$ cat config.mk
export PLATFORM = sky130hd
export DESIGN_NAME = pin_input_conditioner
export DESIGN_NICKNAME = d
export VERILOG_FILES = /design/src/rtl/pin_input_conditioner.sv
export SDC_FILE = /design/constraint.sdc
export NUM_CORES = 1
export LEC_CHECK = 0
export ABC_CLOCK_PERIOD_IN_PS = 1800
export CAP_MARGIN = 30
export CORE_MARGIN = 2
export CORE_UTILIZATION = 55
export CTS_CLUSTER_SIZE = 24
export DETAILED_ROUTE_END_ITERATION = 12
export PLACE_DENSITY = 0.8
export SLEW_MARGIN = 40
export SYNTH_ARGS = -nofsm -noshare
export SYNTH_HDL_FRONTEND = slang
export SYNTH_SLANG_ARGS = --single-unit
$ cat constraint.sdc
create_clock -name clk_i -period 1.8 [get_ports clk_i]
set_input_delay 0.27 -clock clk_i [delete_from_list [all_inputs] [get_ports clk_i]]
set_output_delay 0.27 -clock clk_i [all_outputs]
set_load 0.05 [all_outputs]
$ cat src/rtl/pin_input_conditioner.sv
// Conditions N_CH header-pin inputs: 2-FF sync, shared tick debounce, level plus rise/fall pulses.
// Optional build macro LONG_PRESS_EN adds a per-channel long-press pulse on long_o.
module pin_input_conditioner #(
    parameter int unsigned F_CLK        = 50_000_000,
    parameter int unsigned N_CH         = 4,
    parameter int unsigned TICK_DIV     = F_CLK / 1000,
    parameter int unsigned STABLE_TICKS = 10,
    parameter logic        IDLE_LVL     = 1'b1,
    parameter int unsigned LONG_TICKS   = 1000
) (
    input  logic            clk_i,
    input  logic            rst_i,
    input  logic [N_CH-1:0] pins_i,
    output logic [N_CH-1:0] level_o,
    output logic [N_CH-1:0] rise_o,
    output logic [N_CH-1:0] fall_o,
    output logic [N_CH-1:0] long_o,
    output logic            tick_o
);

    localparam int unsigned PCNT_W = (TICK_DIV > 2) ? $clog2(TICK_DIV) : 1;
    localparam int unsigned CNT_W  = 4;
    localparam int unsigned HOLD_W = 10;

    localparam bit PARAMS_OK = (F_CLK >= 1) && (N_CH >= 1) && (N_CH <= 16) && (TICK_DIV >= 2) &&
                               (STABLE_TICKS >= 2) && (STABLE_TICKS <= 15) &&
                               (LONG_TICKS >= 1) && (LONG_TICKS < 1024);

    if (!PARAMS_OK) begin : g_param_check
        $error("pin_input_conditioner: parameter out of range");
    end

    logic [PCNT_W-1:0] pcnt;
    logic [N_CH-1:0]   sync1;
    logic [N_CH-1:0]   sync2;
    logic [CNT_W-1:0]  cnt_q [N_CH];
    logic [CNT_W-1:0]  cnt_d [N_CH];
    logic [N_CH-1:0]   level_d;
    logic [N_CH-1:0]   rise_d;
    logic [N_CH-1:0]   fall_d;

    // Prescaler; tick_o is registered so it is high exactly while pcnt == TICK_DIV-1.
    always_ff @(posedge clk_i) begin
        if (rst_i) begin
            pcnt   <= '0;
            tick_o <= 1'b0;
        end else begin
            if (pcnt == PCNT_W'(TICK_DIV - 1)) begin
                pcnt <= '0;
            end else begin
                pcnt <= pcnt + PCNT_W'(1);
            end
            tick_o <= (pcnt == PCNT_W'(TICK_DIV - 2));
        end
    end

    always_ff @(posedge clk_i) begin
        if (rst_i) begin
            sync1 <= {N_CH{IDLE_LVL}};
            sync2 <= {N_CH{IDLE_LVL}};
        end else begin
            sync1 <= pins_i;
            sync2 <= sync1;
        end
    end

    // Debounce: any cycle where the synced input agrees with the level discards progress.
    always_comb begin
        cnt_d   = cnt_q;
        level_d = level_o;
        rise_d  = '0;
        fall_d  = '0;
        for (int i = 0; i < int'(N_CH); i++) begin
            if (sync2[i] == level_o[i]) begin
                cnt_d[i] = '0;
            end else if (tick_o) begin
                if (cnt_q[i] == CNT_W'(STABLE_TICKS - 1)) begin
                    level_d[i] = sync2[i];
                    cnt_d[i]   = '0;
                    rise_d[i]  = sync2[i];
                    fall_d[i]  = ~sync2[i];
                end else begin
                    cnt_d[i] = cnt_q[i] + CNT_W'(1);
                end
            end
        end
    end

    always_ff @(posedge clk_i) begin
        if (rst_i) begin
            cnt_q   <= '{default: '0};
            level_o <= {N_CH{IDLE_LVL}};
            rise_o  <= '0;
            fall_o  <= '0;
        end else begin
            cnt_q   <= cnt_d;
            level_o <= level_d;
            rise_o  <= rise_d;
            fall_o  <= fall_d;
        end
    end

`ifdef LONG_PRESS_EN
    logic [HOLD_W-1:0] hold_q [N_CH];
    logic [HOLD_W-1:0] hold_d [N_CH];
    logic [N_CH-1:0]   long_d;

    // Hold counter saturates at LONG_TICKS so each press yields a single pulse.
    always_comb begin
        hold_d = hold_q;
        long_d = '0;
        for (int i = 0; i < int'(N_CH); i++) begin
            if (level_o[i] == IDLE_LVL) begin
                hold_d[i] = '0;
            end else if (tick_o && (hold_q[i] != HOLD_W'(LONG_TICKS))) begin
                hold_d[i] = hold_q[i] + HOLD_W'(1);
                long_d[i] = (hold_q[i] == HOLD_W'(LONG_TICKS - 1));
            end
        end
    end

    always_ff @(posedge clk_i) begin
        if (rst_i) begin
            hold_q <= '{default: '0};
            long_o <= '0;
        end else begin
            hold_q <= hold_d;
            long_o <= long_d;
        end
    end
`else
    assign long_o = '0;
`endif

endmodule

==> reports/metrics.yaml <==
clocking:
  cts_inserted_buffers: 5
  htree_levels: 2
  cts_tree: "yes"
  cts.sinks: 53
  path_clk_slew_ns: 0.10
  clk_latency_ns: 0.31
  ctsLongestPathBuffers: 2
  clockRootBuffer: "clkbuf_8"
placement:
  gp_congestion: 0.760
  port_buffers: 18
  place_ws_ns: 0.146
  place_area_um2: 2470
  dp_hpwl_mm: 2.46
sta:
  fin_tns_setup_ns: 0
  finalSetupViolCount: 0
  timing.final.hold_violations: 0
  min_period_over_period_pct: 94.2
  hold_slack_ns: 0.417
  drv_slew: 0
  rsz0062_at_grt: "false"
  tightestPinTransition_ns: 0.500
  worst_slack_ns: 0.105
  slew_headroom_pct: 66.6
  clock.fmax_mhz: 590
  fin_crit_ns: 1.70
  clock_skew_ns: 0.0115
cells_and_area:
  fin_util_pct: 65.2
  drive_above_1_share_pct: 17.7
  fin_area_um2: 2570
  areaGrowthSynthToFinish_pct: 15.2
  final_net_count: 256
  diodes: 0
  final_cell_mix: "53 x dfxtp_1, 31 x nor2_1, 17 x xnor2_1"
  final_common_cell: "dfxtp_1"
global_route:
  grt_max_degree: 17
  grt_first_pass_wirelength_mm: 5.93
  grt_usage_pct: 17.5
  grt-ovfl-total: 0
  grt_pass1_vias: 1333
  antenna_found_initial: 0
run_status:
  status: "completed"
worst_setup_path:
  crit_type: "reg -> out"
  slowest_delay_ns: 0.79
  path_cells: "clkdlybuf4s50_1"
  critPathRequiredTime_ns: 1.53
  r2r_slack_ns: 0.31
  crit_path_max_fanout: 1
  cp.arrival_ns: 1.43
  cp.depth: 1
  timing.rr.end: "pcnt[10]$_SDFF_PP0_"
  crit_buf_inv: 1
  r2r-start: "pcnt[5]$_SDFF_PP0_"
  end_kind: "output port"
  startpoint_type: "register"
  critPathTopFamily: "buffers and inverters"
  crit_slowest_cell: "clkdlybuf4s50_1"
  ff2ff_path_depth: 4
detailed_routing:
  detail_route.wl_per_cell_um: 11.6
  drc_errors: 0
  drt_iter0_markers: 56
  ant_nets: 0
  routed_via_density: 5.08
  wirelength_mm: 3.46
  firstDrtPassIters: 4
  dr_total_vias: 1518
yosys:
  synth-async-reset-ratio_pct: 0
  syn_inst: 223
  synth_flop_cell: "dfxtp_1"
  synth-seq-cells: 53
  seq_area_frac_synth_pct: 47.6
  syn_area_um2: 2230
  avgSynthCellArea_um2: 10.0
  synth-edff-count: 0
  yosysWarnings: 0
  synth_cell_types: 34
min_path:
  hold-path-endpoint: "sync2[2]$_SDFF_PP1_"
  hold_class: "reg -> reg"
  whs_path_depth: 1
  hold_start: "sync1[2]$_SDFF_PP1_"
floorplanning:
  die_h_um: 67.7
  start_util_pct: 56.6
  core-area_um2: 3940
  die_area_um2: 4580
  io_pins: 23
  core.rowCount: 23
  die_w_um: 67.7
power:
  power_leakage_nw: 0.814
  power.density_nw_per_um2: 747
  ir_drop_uv: 419
flow_run:
  cap_violations: 0
==> layer usage <==
metal	wire length [um]	vias up	track usage [%]
met5	0	-	0
met4	55	0	8.93
met3	126	4	5.00
met2	1530	26	26.7
met1	1740	692	22.5
li1	-	796	-
==> per-stage QoR <==
| step | cells | total power [mW] |
|---|---|---|
| floorplan | 226 | 1.28 |
| global placement | 291 | 1.30 |
| detailed placement | 291 | 1.30 |
| CTS | 299 | 1.94 |
| global route | 299 | 1.99 |
| finish | 299 | 1.92 |
==> flip-flops by register name, indices dropped and copies added, names as in the netlist <==
name / cells
cnt_q: 16
pcnt: 16
fall_o: 4
level_o: 4
rise_o: 4
sync1: 4
sync2: 4
tick_o: 1
==> timing repair <==
| item | CTS | global route |
|---|---|---|
| setup buffers | 0 | 0 |
| hold buffers | 0 | 0 |
| resized for setup | 0 | 2 |
| endpoints found under the hold margin | 0 | 0 |
| setup endpoints to repair | 0 | 2 |
==> worst max-delay path by stage <==
stage | from | end
5_1_grt | rise_o[3]$_SDFF_PP0_ | rise_o[3]
2_1_floorplan | tick_o$_SDFF_PP0_ | level_o[0]$_SDFFE_PP1P_
3_5_place_dp | rst_i | pcnt[10]$_SDFF_PP0_
3_3_place_gp | rst_i | pcnt[9]$_SDFF_PP0_
4_1_cts | level_o[1]$_SDFFE_PP1P_ | level_o[1]
6_report | rise_o[2]$_SDFF_PP0_ | rise_o[2]
==> layout make-up <==
cell class                      count  area, um2
Fill cell                         324       1370
Inverter                            4       15.0
Timing Repair Buffer               23        223
Tap cell                           50       62.6
Sequential cell                    53       1060
Multi-Input combinational cell    161       1120
Clock inverter                      2       15.0
Clock buffer                        6       72.6
==> cell families (layout without fill, tap and decap cells) <==
group | count (synthesis) | after routing | synth area share (%)
compound gates | 21 | 21 | 5.66
xor+xnor | 26 | 26 | 10.2
fa+ha+maj | 2 | 2 | 1.12
buf+inv | 12 | 35 | 3.03
flops | 53 | 53 | 47.6
other cells | 1 | 4 | 0.168
simple gates | 108 | 108 | 32.2
==> where the power goes <==
group	switching (mW)	internal [mW]
clock	0.374	0.274
sequential	0.0125	1.19
combinational	0.0428	0.0310
==> synth_stat cells (6+ instances only) <==
cell type	n	area [um2]
nor2_1	31	116
a21oi_1	8	40.0
dfxtp_1	53	1060
nor3b_1	8	60.1
nand2_1	7	26.3
or2_2	8	50.1
buf_4	6	45.0
xor2_1	9	78.8
o21ai_0	8	40.0
nor3_1	6	30.0
nand3_1	7	35.0
xnor2_1	17	149
nor2b_1	12	75.1
(Power assumes the default switching activity.)
